===== src/rtl/multiplicador.sv =====
// rtl/multiplicador.sv - sequential signed radix-2 Booth multiplier writing a 2*WIDTH-bit product to HI/LO
module multiplicador #(
  parameter int WIDTH = 32
) (
  input  logic             clk,
  input  logic             reset,
  input  logic             MultCtrl,
  input  logic [WIDTH-1:0] A,
  input  logic [WIDTH-1:0] B,
  output logic [WIDTH-1:0] HI,
  output logic [WIDTH-1:0] LO,
  output logic             busy,
  output logic             done
);

  localparam int CW = (WIDTH > 1) ? $clog2(WIDTH) : 1;

  typedef enum logic [1:0] {IDLE, RUN, DONE} state_t;

  state_t state, state_next;

  // acc is one bit wider than the operands so the most negative multiplicand cannot overflow
  logic [WIDTH:0]   acc;
  logic [WIDTH:0]   mcand;
  logic [WIDTH:0]   sum;
  logic [WIDTH-1:0] mq;
  logic             q_1;
  logic [CW-1:0]    count;
  logic             last_iter;

  assign last_iter = (count == CW'(WIDTH - 1));

  always_comb begin
    sum = acc;
    case ({mq[0], q_1})
      2'b01:   sum = acc + mcand;
      2'b10:   sum = acc - mcand;
      default: sum = acc;
    endcase
  end

  always_comb begin
    state_next = state;
    case (state)
      IDLE:    if (MultCtrl) state_next = RUN;
      RUN:     if (last_iter) state_next = DONE;
      DONE:    state_next = IDLE;
      default: state_next = IDLE;
    endcase
  end

  always_ff @(posedge clk or posedge reset) begin
    if (reset) state <= IDLE;
    else       state <= state_next;
  end

  always_ff @(posedge clk or posedge reset) begin
    if (reset) begin
      acc   <= '0;
      mcand <= '0;
      mq    <= '0;
      q_1   <= 1'b0;
      count <= '0;
      HI    <= '0;
      LO    <= '0;
      busy  <= 1'b0;
      done  <= 1'b0;
    end else begin
      case (state)
        IDLE: begin
          done <= 1'b0;
          busy <= MultCtrl;
          if (MultCtrl) begin
            acc   <= '0;
            mq    <= B;
            q_1   <= 1'b0;
            mcand <= {A[WIDTH-1], A};
            count <= '0;
          end
        end
        RUN: begin
          // add/subtract then arithmetic shift of {acc, mq, q_1} in one step
          acc   <= {sum[WIDTH], sum[WIDTH:1]};
          mq    <= {sum[0], mq[WIDTH-1:1]};
          q_1   <= mq[0];
          count <= count + CW'(1);
        end
        DONE: begin
          HI   <= acc[WIDTH-1:0];
          LO   <= mq;
          done <= 1'b1;
        end
        default: begin
          done <= 1'b0;
          busy <= 1'b0;
        end
      endcase
    end
  end

endmodule


===== config.mk =====
export PLATFORM = sky130hd
export DESIGN_NAME = multiplicador
export DESIGN_NICKNAME = d
export VERILOG_FILES = /design/src/rtl/multiplicador.sv
export SDC_FILE = /design/constraint.sdc
export NUM_CORES = 1
export LEC_CHECK = 0
export CAP_MARGIN = 40
export CORE_ASPECT_RATIO = 1.75
export CORE_MARGIN = 1.5
export CORE_UTILIZATION = 60
export CTS_CLUSTER_DIAMETER = 80
export CTS_CLUSTER_SIZE = 28
export DETAILED_ROUTE_END_ITERATION = 10
export MAX_ROUTING_LAYER = met4
export PLACE_DENSITY = 0.91
export SLEW_MARGIN = 15
export SYNTH_ARGS = -nofsm -noshare
export SYNTH_HDL_FRONTEND = slang
export SYNTH_SLANG_ARGS = --single-unit

===== constraint.sdc =====
create_clock -name clk -period 11.2 [get_ports clk]
set_input_delay 2.8 -clock clk [delete_from_list [all_inputs] [get_ports clk]]
set_output_delay 2.8 -clock clk [all_outputs]
set_load 0.005 [all_outputs]

; After elaboration in Yosys (flattened, before gate mapping)
; Index checks and enable logic that the tools add are counted.
[classes]
add_sub_neg = 3
multipliers = 0
div_mod_pow = 0
order_cmp = 0
eq_ne = 7
n_shift = 0
muxes = 14
bitwise = 0
n_reduce_logical = 6
[op_table]
columns = operator, n
row1 = $pmux 33 s2, 2
row2 = $pmux 32 s2, 1
row3 = $add 33x33->33, 1
row4 = $mux 33, 1
row5 = $sub 33x33->33, 1
row6 = $mux 32, 1
row7 = $pmux 5 s2, 1
row8 = $pmux 1 s2, 3
row9 = $reduce_and 2->1, 3
row10 = $add 5x1->5 const B, 1
row11 = $eq 5x5->1 const B, 1
row12 = $mux 5, 1
row13 = $eq 2x1->1 const B, 2
row14 = $eq 2x2->1 const B, 2
row15 = $mux 2, 2
row16 = $ne 2x2->1 const B, 2
row17 = $pmux 2 s2, 1
row18 = $logic_not 2->1, 1
row19 = $reduce_bool 2->1, 1
row20 = $reduce_or 2->1, 1
row21 = $mux 1, 1
[word_totals]
ff_bits = 171
latchBits = 0
ram_bits = 0
romBits = 0
input_bits = 67
out_inout_bits = 66
elab_cells = 40
n_memories = 0

; Depth between registers and ports, before layout
; Gate-level depths: netlist of run 1.
[logic_depth]
word_depth = 3
ltp_mapped = 18
ltp_nobuf = 18

; Worst setup path after synthesis of run 1
; No wires, ideal clock.
[synth_timing]
path_type = input to register
startpoint = in MultCtrl
endpoint = reg acc[20]
setup_time_ns = 0.095
arrival_time_ns = 4.168
required_ns = 11.105
setup_slack_ns = 6.936
stages = 7
n_path_buf = 3
path_cell_list = clkbuf_1 nand2_1 a21boi_0 clkbuf_1 clkbuf_1 a22oi_1 o31ai_1
[synth_between]
elab_chain_len = 2
[synth_lines]
columns = element, line_no
row1 = start: declaration, 7  ; input logic MultCtrl,
row2 = $ne 2x2->1 (no line), n/a
row3 = $reduce_and 2->1 (no line), n/a
row4 = end signal: assignment, 83  ; acc <= {sum[WIDTH], sum[WIDTH:1]};
row5 = end: declaration, 23  ; logic [WIDTH:0] acc;
; No other way between the ends.
; A chain may end at the register's enable or synchronous reset.

; Final worst setup path of run 1
; Same ends and word-level chain as after synthesis.

==> metrics.cfg, run 1 <==
[outcome]
status = finished, final reports clean

[timing]
period_share_pct = 42.5
finalSetupViolCount = 0
tightest_slew_ns = 0.797
fin_setup_tns_ns = 0
fin_ws_ns = 6.44
finalWorstPathRequiredPeriod_ns = 4.76
rsz0062_at_grt = no
fin_skew_ns = 0.0106
fmax_mhz = 210
hold_viol = 0
maxSlewViolCount = 0
slew_headroom_pct = 46.9

[die]
initial_core_util_pct = 61.6
fp.dieW_um = 98.2
row_count = 60
die_h_um = 170
ios = 133
die_area_um2 = 16700
core_area_um2 = 15500

[global_routing]
antenna_found_initial = 0
grt_pass1_vias = 7974
grt_pass1_wl_um = 38800
grt_max_degree = 60
overflow = 0
track_usage_pct = 29.9

[route]
drtAntennaViolNets = 0
vias = 7764
drt-pass1-iter-count = 5
routed_wl_um = 23600
drc = 0
drtIter0Drc = 404
routedWlPerCell_um = 19.6
vias_per_cell = 6.43

[finish]
stdcell_count = 1207
diodes = 0
areaGrowthSynthToFinish_pct = 22.4
layout-drive-gt1-share_pct = 18.5
layout.nets = 1115

[place]
pre_cts_ws_ns = 5.99
dpl.hpwl_um = 16500
place_congestion = 0.910
io_buffers = 132
dp_cells = 1175

[clocking]
cts_tree = yes
worst_skew_pair.late_latency_ns = 0.43
max-clock-path-buffers = 2
cts_made_buffers = 17
postCtsSetupRepairBufs = 0
root_buffer = clkbuf_16
cts_resized = 0
cts_htree_levels = 4
cts_sinks = 170
hold_buffers = 0
path_clk_slew_ns = 0.07

[synth]
ys.flop_type = dfrtp_1
ys_async_sr_fraction_pct = 100
yosys.cell_types.count = 58
synth_area_per_cell_um2 = 10.6
synth_nets = 1003
yosysWarnings = 0
ys_seq_area_share_pct = 44.7
ys_ff_latch = 170
netlist_area_um2 = 9530
synthCells = 896
synth_edf_count = 0

[power]
powerDensity_nw_per_um2 = 331
vdd_drop_max_mv = 0.161
p_leak_nw = 5.06

[worst_setup_path]
worstPathArrival_ns = 5.08
start_kind = primary input
worstSetupEndpointType = flip-flop
worstPathMaxFanout = 38
worstPathRequired_ns = 11.52
worstSetupPathType = in2reg

[job]
cap_violations = 0

[worst_hold_path]
hold_class = reg2reg

==> flip-flops by register name, indices dropped and copies added (netlist names) <==
signal  count
done        1
LO         32
mcand      32
state       2
busy        1
acc        32
HI         32
mq         32
q_1         1
count       5
==> cells in the mapped netlist (all sizes together), types with 5 or more instances <==
master  number  share of area, %
nand2       35               1.4
o21a         6              0.47
a22oi       19               1.5
xnor2       46               4.2
mux2       128                15
xor2        13               1.2
o22ai       64               4.2
a21o        19               1.5
a22o         7              0.64
nand3        7              0.37
nand2b       7              0.46
clkbuf      42               1.7
inv         22              0.87
dfrtp      170                45
o31ai        6              0.53
buf          9              0.37
nor2        42               1.7
a211oi       8              0.63
nor3        12              0.75
o21ai       50               2.6
nor2b        5              0.33
a21oi       83               4.4
ha          39               5.1
a31oi        8              0.53
==> stage by stage <==
step           utilization [%]  area [um^2]  hold WS [ns]  total power (W)
5_1_grt                   75.4        11700         0.522          0.00414
3_5_place_dp              71.7        11100         0.475          0.00322
3_3_place_gp              70.8        10900         0.470          0.00309
6_report                  75.4        11700         0.498          0.00387
4_1_cts                   75.4        11700         0.502          0.00384
2_1_floorplan                -         9530         0.466          0.00271
==> critical path: stages <==
cell and delay [ns]:
clkdlybuf4s50_1 0.45, buf_4 0.36, nand2b_1 0.27, and2_1 0.34
nand2b_1 0.46, o31ai_1 0.39
==> metal layers <==
layer	wire [um]	vias up	global-route usage, %	part of all wire [%]
li1	-	3539	-	-
met1	8480	3811	31.5	36
met2	12900	319	53.1	55
met3	1140	95	4.98	4.8
met4	1120	0	16.0	4.8
met5	0	-	-	0
==> cells by family (layout without fill, tap and decap cells) <==
group	Yosys count	after routing	synth area share, %
compound gates	287	287	18.5
buf+inv	73	198	2.89
fa+ha+maj	40	40	5.33
mux	132	132	15.6
flops	170	170	44.7
simple gates	135	135	7.59
xor+xnor	59	59	5.42
==> path summary, 6_finish.rpt <==
check	from	end	slack (ns)	cells past startpoint
min in group asynchronous	reset	mcand[0]	2.80	2
worst min-delay path	busy	busy	0.50	2
worst min register to register	busy	busy	0.50	2
max in group asynchronous	reset	acc[4]	6.91	4
worst max-delay path	MultCtrl	acc[20]	6.44	6
worst max register to register	mcand[2]	acc[31]	6.60	16
==> layout make-up <==
cell class              instances  area, um^2
clock buffers                  17         425
clock inverters                15         154
fillers                       976        3800
inverters                      22        87.6
multi-input cells             653        5010
flip-flops and latches        170        4250
well taps                     186         233
repair buffers                144        1500
==> placed cells by master (no fill, tap or decap), types with 19 or more instances in the layout <==
master / netlist / final
o22ai_1: 64 / 64
clkdlybuf4s50_1: 0 / 132
dfrtp_1: 170 / 170
a21oi_1: 82 / 82
xnor2_1: 46 / 46
mux2_2: 128 / 128
nand2_1: 35 / 35
a21o_1: 19 / 19
inv_1: 22 / 21
nor2_1: 42 / 42
o21ai_0: 45 / 45
a22oi_1: 19 / 19
ha_1: 39 / 36
==> power by group <==
| group | internal [W] | switching, W |
|---|---|---|
| Clock | 0.000298 | 0.000283 |
| Sequential | 0.000795 | 0.000230 |
| Combinational | 0.00102 | 0.00124 |
Power figures use the tool's default switching activity.
==> run 2, diff against run 1 <==
--- a/config.mk
+++ b/config.mk
@@ -8,12 +8,12 @@
 export CAP_MARGIN = 40
 export CORE_ASPECT_RATIO = 1.75
 export CORE_MARGIN = 1.5
-export CORE_UTILIZATION = 60
+export CORE_UTILIZATION = 56
 export CTS_CLUSTER_DIAMETER = 80
 export CTS_CLUSTER_SIZE = 28
 export DETAILED_ROUTE_END_ITERATION = 10
 export MAX_ROUTING_LAYER = met4
-export PLACE_DENSITY = 0.91
+export PLACE_DENSITY = 0.86
 export SLEW_MARGIN = 15
 export SYNTH_ARGS = -nofsm -noshare
 export SYNTH_HDL_FRONTEND = slang
==> constraint.sdc (replaced) <==
create_clock -name clk -period 4.55 [get_ports clk]
set_input_delay 1.1375 -clock clk [delete_from_list [all_inputs] [get_ports clk]]
set_output_delay 1.1375 -clock clk [all_outputs]
set_load 0.005 [all_outputs]
==> metrics.cfg, run 2 (synthesis gave the netlist of run 1 again) <==
[place]
place_congestion = 0.913  ; was 0.910
dp_cells = 1221  ; was 1175
dpl.hpwl_um = 16900  ; was 16500 um
io_buffers = 132  ; unchanged

[worst_setup_path]
worstPathArrival_ns = 4.52  ; was 5.08 ns
worstSetupEndpointType = flip-flop  ; unchanged
worstSetupPathType = reg2reg  ; was in2reg
worstPathMaxFanout = 6  ; was 38
worstPathRequired_ns = 4.84  ; was 11.52 ns
r2r_setup_slack_ns = 0.32  ; was 6.60 ns
start_kind = flip-flop  ; was primary input

[power]
p_seq_share_pct = 26.7  ; was 26.5%
powerDensity_nw_per_um2 = 803  ; was 331 nW/um^2
internal-power_w = 0.00527  ; was 0.00212 W
p_leak_nw = 5.09  ; was 5.06 nW
clock_power_share_pct = 15.8  ; was 15.0%
p_switching_w = 0.00419  ; was 0.00175 W
combinationalPowerShare_pct = 57.5  ; was 58.5%
power_switching_share_pct = 44.3  ; was 45.2%
vdd_drop_max_mv = 0.545  ; was 0.161 mV

[clocking]
path_clk_slew_ns = 0.07  ; about the same
cts_sinks = 170  ; unchanged
root_buffer = clkbuf_16  ; unchanged
max-clock-path-buffers = 2  ; unchanged
worst_skew_pair.late_latency_ns = 0.44  ; was 0.43 ns
cts_made_buffers = 17  ; unchanged
cts_tree = yes  ; unchanged
cts_htree_levels = 4  ; unchanged
postCtsSetupRepairBufs = 0  ; unchanged

[die]
ios = 133  ; unchanged
die_h_um = 176  ; was 170 um
die_area_um2 = 17800  ; was 16700 um^2
row_count = 62  ; was 60
fp.dieW_um = 102  ; was 98.2 um
initial_core_util_pct = 57.6  ; was 61.6%
core_area_um2 = 16500  ; was 15500 um^2

[route]
routedWlPerCell_um = 18.8  ; was 19.6 um
drt-pass1-iter-count = 4  ; was 5
drc = 0  ; unchanged
drtAntennaViolNets = 0  ; unchanged
drtIter0Drc = 266  ; was 404
vias_per_cell = 6.00  ; was 6.43
routed_wl_um = 23500  ; was 23600 um
vias = 7522  ; was 7764

[global_routing]
grt_pass1_vias = 7764  ; was 7974
grt_max_degree = 67  ; was 60
track_usage_pct = 28.5  ; was 29.9%
antenna_found_initial = 0  ; unchanged
overflow = 0  ; unchanged
grt_pass1_wl_um = 38400  ; was 38800 um

[finish]
final_common_cell = dfrtp_1  ; unchanged
layout-drive-gt1-share_pct = 19.4  ; was 18.5%
areaGrowthSynthToFinish_pct = 23.6  ; was 22.4%
stdcell_count = 1254  ; was 1207
layout.nets = 1124  ; was 1115
diodes = 0  ; unchanged
mostFrequentLayoutCells = 170 x dfrtp_1, 132 x clkdlybuf4s50_1, 128 x mux2_2  ; unchanged

[timing]
finalWorstPathRequiredPeriod_ns = 4.23
fmax_mhz = 237
maxSlewViolCount = 0  ; unchanged
hold_viol = 0  ; unchanged
slew_headroom_pct = 42.4  ; was 46.9%
period_share_pct = 92.9
fin_setup_tns_ns = 0  ; unchanged
fin_skew_ns = 0.0109  ; was 0.0106 ns
rsz0062_at_grt = no  ; unchanged
finalSetupViolCount = 0  ; unchanged
tightest_slew_ns = 0.862  ; was 0.797 ns

[outcome]
status = finished, final reports clean  ; unchanged

[worst_hold_path]
hold_class = reg2reg  ; unchanged

[job]
cap_violations = 0  ; unchanged

## run 2: power by group through the flow
| stage | logic [W] | clock network, W | registers [W] |
|---|---|---|---|
| after floorplan | 0.00432 | 0 | 0.00235 |
| after global placement | 0.00516 | 0 | 0.00252 |
| after detailed placement | 0.00532 | 0 | 0.00254 |
| after CTS | 0.00539 | 0.00151 | 0.00252 |
| after global routing | 0.00601 | 0.00156 | 0.00260 |
| final | 0.00544 | 0.00149 | 0.00253 |
## run 2: final cells by class
cell class,count,area (um^2)
clock inverter,15,175
clock buffer,17,425
fill,1185,4750
multi-input combinational,653,5010
sequential,170,4250
inverter,22,86.3
timing repair buffer,153,1540
tap,224,280
## run 2: metal layers
| layer | vias up | global-route usage [%] | wire, um |
|---|---|---|---|
| met5 | - | - | 0 |
| met2 | 205 | 50.6 | 13000 |
| met3 | 72 | 5.01 | 883 |
| met4 | 0 | 13.4 | 972 |
| li1 | 3559 | - | - |
| met1 | 3686 | 29.9 | 8650 |
## run 2: worst max-delay path, stage by stage, from the launching register on
cell	delay (ns)
dfrtp_1	0.42
or3_4	0.42
or3_4	0.37
nor4_4	0.27
and4b_2	0.35
nor2_1	0.06
xnor2_1	0.14
ha_1	0.39
a21oi_1	0.11
o21ai_0	0.24
nor2_1	0.10
a211oi_1	0.24
a21oi_1	0.19
o21a_1	0.25
o31ai_1	0.28
xnor2_1	0.15
o22ai_1	0.09
## run 2: final timing paths
| path | startpoint | to | cells past startpoint |
|---|---|---|---|
| hold reg to reg | LO[0] | LO[0] | 1 |
| setup / recovery | mcand[2] | acc[31] | 16 |
| setup reg to reg | mcand[2] | acc[31] | 16 |
| hold / removal | LO[0] | LO[0] | 1 |
| max in group asynchronous | reset | HI[27] | 4 |
| min in group asynchronous | reset | mcand[12] | 2 |
## run 2: through the flow
stage          setup WS, ns  instance area [um^2]  power, W  util (%)  hold WS, ns
2_1_floorplan         0.627                  9530   0.00667         -        0.466
3_3_place_gp          0.282                 11100   0.00767      67.2        0.468
5_1_grt              0.0651                 11800    0.0102      71.2        0.514
6_report              0.323                 11800   0.00946      71.2        0.506
3_5_place_dp          0.254                 11100   0.00786      67.4        0.485
4_1_cts               0.235                 11700   0.00941      71.1        0.510
## run 2: timing repair
item / in CTS / in global routing
gates resized for setup: 0 / 2
hold buffers: 0 / 0
endpoints found under the setup margin: 0 / 1
==> run 3, diff against run 2 <==
--- a/config.mk
+++ b/config.mk
@@ -6,7 +6,7 @@
 export NUM_CORES = 1
 export LEC_CHECK = 0
 export CAP_MARGIN = 40
-export CORE_ASPECT_RATIO = 1.75
+export CORE_ASPECT_RATIO = 1.4
 export CORE_MARGIN = 1.5
 export CORE_UTILIZATION = 56
 export CTS_CLUSTER_DIAMETER = 80
@@ -14,6 +14,7 @@
 export DETAILED_ROUTE_END_ITERATION = 10
 export MAX_ROUTING_LAYER = met4
 export PLACE_DENSITY = 0.86
+export RECOVER_POWER = 100
 export SLEW_MARGIN = 15
 export SYNTH_ARGS = -nofsm -noshare
 export SYNTH_HDL_FRONTEND = slang
==> metrics.cfg, run 3 (synthesis gave the netlist of run 1 again) <==
[outcome]
status = finished, violations left  ; was finished, final reports clean
violations = capacitance limit, slew limit

[global_routing]
grt_pass1_wl_um = 37600  ; was 38400 um
antenna_found_initial = 0  ; unchanged
grt_pass1_vias = 7696  ; was 7764
overflow = 0  ; unchanged
track_usage_pct = 27.5  ; was 28.5%
grt_max_degree = 71  ; was 67

[finish]
final_common_cell = dfrtp_1  ; unchanged
seq_area_um2 = 4250  ; unchanged
areaGrowthSynthToFinish_pct = 21.8  ; was 23.6%
mostFrequentLayoutCells = 170 x dfrtp_1, 127 x mux2_2, 82 x a21oi_1  ; was 170 x dfrtp_1, 132 x clkdlybuf4s50_1, 128 x mux2_2
diodes = 0  ; unchanged
layout-drive-gt1-share_pct = 17.9  ; was 19.4%
layout.nets = 1118  ; was 1124
stdcell_count = 1226  ; was 1254
nFillCells = 1249  ; was 1185
multi_input_area_um2 = 5000  ; was 5010 um^2

[timing]
fmax_mhz = 235  ; was 237 MHz
tightest_slew_ns = 2.33  ; was 0.862 ns
fin_skew_ns = 0.00868  ; was 0.0109 ns
fin_setup_tns_ns = 0  ; unchanged
maxSlewViolCount = 242  ; was 0
finalWorstPathRequiredPeriod_ns = 4.26  ; was 4.23 ns
rsz0062_at_grt = no  ; unchanged
whs_ns = 0.499  ; was 0.506 ns
fin_ws_ns = 0.292  ; was 0.323 ns
finalSetupViolCount = 0  ; unchanged
slew_headroom_pct = -55.5  ; was 42.4%
period_share_pct = 93.6  ; was 92.9%
hold_viol = 0  ; unchanged

[power]
powerDensity_nw_per_um2 = 808  ; was 803 nW/um^2
vdd_drop_max_mv = 0.335  ; was 0.545 mV
p_leak_nw = 5.27  ; was 5.09 nW

[worst_setup_path]
worstPathArrival_ns = 4.54  ; was 4.52 ns
start_kind = flip-flop  ; unchanged
worstPathMaxFanout = 5  ; was 6
worstSetupEndpointType = flip-flop  ; unchanged
worstSetupPathType = reg2reg  ; unchanged
worstPathRequired_ns = 4.83  ; was 4.84 ns

[route]
drtAntennaViolNets = 0  ; unchanged
vias_per_cell = 6.20  ; was 6.00
routedWlPerCell_um = 18.8  ; about the same
routed_wl_um = 23000  ; was 23500 um
drtIter0Drc = 343  ; was 266
drt-pass1-iter-count = 6  ; was 4
drc = 0  ; unchanged
vias = 7607  ; was 7522

[die]
fp.dieW_um = 113  ; was 102 um
die_area_um2 = 17800  ; about the same
ios = 133  ; unchanged
initial_core_util_pct = 57.1  ; was 57.6%
core_area_um2 = 16700  ; was 16500 um^2
row_count = 56  ; was 62
die_h_um = 157  ; was 176 um

[clocking]
worst_skew_pair.late_latency_ns = 0.43  ; was 0.44 ns
cts_made_buffers = 17  ; unchanged
cts_htree_levels = 4  ; unchanged
root_buffer = clkbuf_16  ; unchanged
cts_sinks = 170  ; unchanged
cts_tree = yes  ; unchanged
max-clock-path-buffers = 2  ; unchanged
path_clk_slew_ns = 0.07  ; about the same

[place]
dp_cells = 1194  ; was 1221
place_congestion = 0.903  ; was 0.913
io_buffers = 132  ; unchanged
pre_cts_ws_ns = 0.317  ; was 0.254 ns
dpl.hpwl_um = 16200  ; was 16900 um

[worst_hold_path]
hold_class = reg2reg  ; unchanged

[job]
cap_violations = 5  ; was 0

-- run 3: cell types whose count changed in the layout (fill, tap and decap cells not counted), moves of 3 or more --
cell	previous run	this run
dlygate4sd3_1	0	68
clkbuf_2	0	4
clkbuf_8	0	3
clkinvlp_4	5	2
buf_4	17	5
clkdlybuf4s50_1	132	64
clkinv_2	4	1
clkbuf_1	0	5
-- run 3: what timing repair did --
item / in CTS / in global routing
hold buffers: 0 / 0
endpoints found under the setup margin: 0 / 1
resized for setup: 0 / 3
endpoints found under the hold margin: 0 / 0
buffers inserted: 0 / 0
-- run 3: path summary, 6_finish.rpt --
check | depth (start not counted) | startpoint | to | slack [ns]
max | 17 | mcand[2] | acc[31] | 0.29
min | 1 | LO[8] | LO[8] | 0.50
max reg2reg | 17 | mcand[2] | acc[31] | 0.29
min reg2reg | 1 | LO[8] | LO[8] | 0.50
max in group asynchronous | 3 | reset | mcand[20] | 0.93
min in group asynchronous | 2 | reset | LO[26] | 1.06
-- run 3: cell type report --
| type | count | share of cell area (%) |
|---|---|---|
| tap | 203 | 2.19 |
| clock inverter | 11 | 1.16 |
| inverter | 22 | 0.722 |
| multi-input combinational | 653 | 43.1 |
| clock buffer | 20 | 4.02 |
| sequential | 170 | 36.7 |
| timing repair buffer | 147 | 12.1 |
-- run 3: metrics by stage --
stage / util [%] / instance area [um^2] / power (W)
global route: 69.6 / 11600 / 0.0101
floorplan: - / 9530 / 0.00667
CTS: 69.9 / 11700 / 0.00936
global placement: 66.2 / 11000 / 0.00767
detailed placement: 66.3 / 11100 / 0.00783
finish: 69.6 / 11600 / 0.00938
-- run 3: power by group --
| part | total, W | internal, W | switching [W] |
|---|---|---|---|
| sequential | 0.00252 | 0.00196 | 0.000560 |
| clock | 0.00148 | 0.000859 | 0.000621 |
| combinational | 0.00538 | 0.00242 | 0.00296 |
-- run 3: routing by layer --
metal,vias up,global-route usage [%],part of all wire (%)
met5,-,-,0
met4,0,12.1,3.5
met1,3766,30.5,39
met3,61,4.39,4.3
met2,226,48.6,54
li1,3554,-,-
-- run 3: worst max-delay path, stage by stage (launching register included) --
cell	delay [ns]
dfrtp_1	0.44
or3_4	0.44
or3_4	0.37
nor4_4	0.28
buf_4	0.18
a21oi_1	0.08
a21o_1	0.19
xnor2_1	0.12
ha_1	0.35
a21o_1	0.20
a31o_2	0.22
nor2_1	0.17
nand4_1	0.12
a21oi_1	0.36
o21a_1	0.22
o31ai_1	0.09
xnor2_1	0.17
o22ai_1	0.10
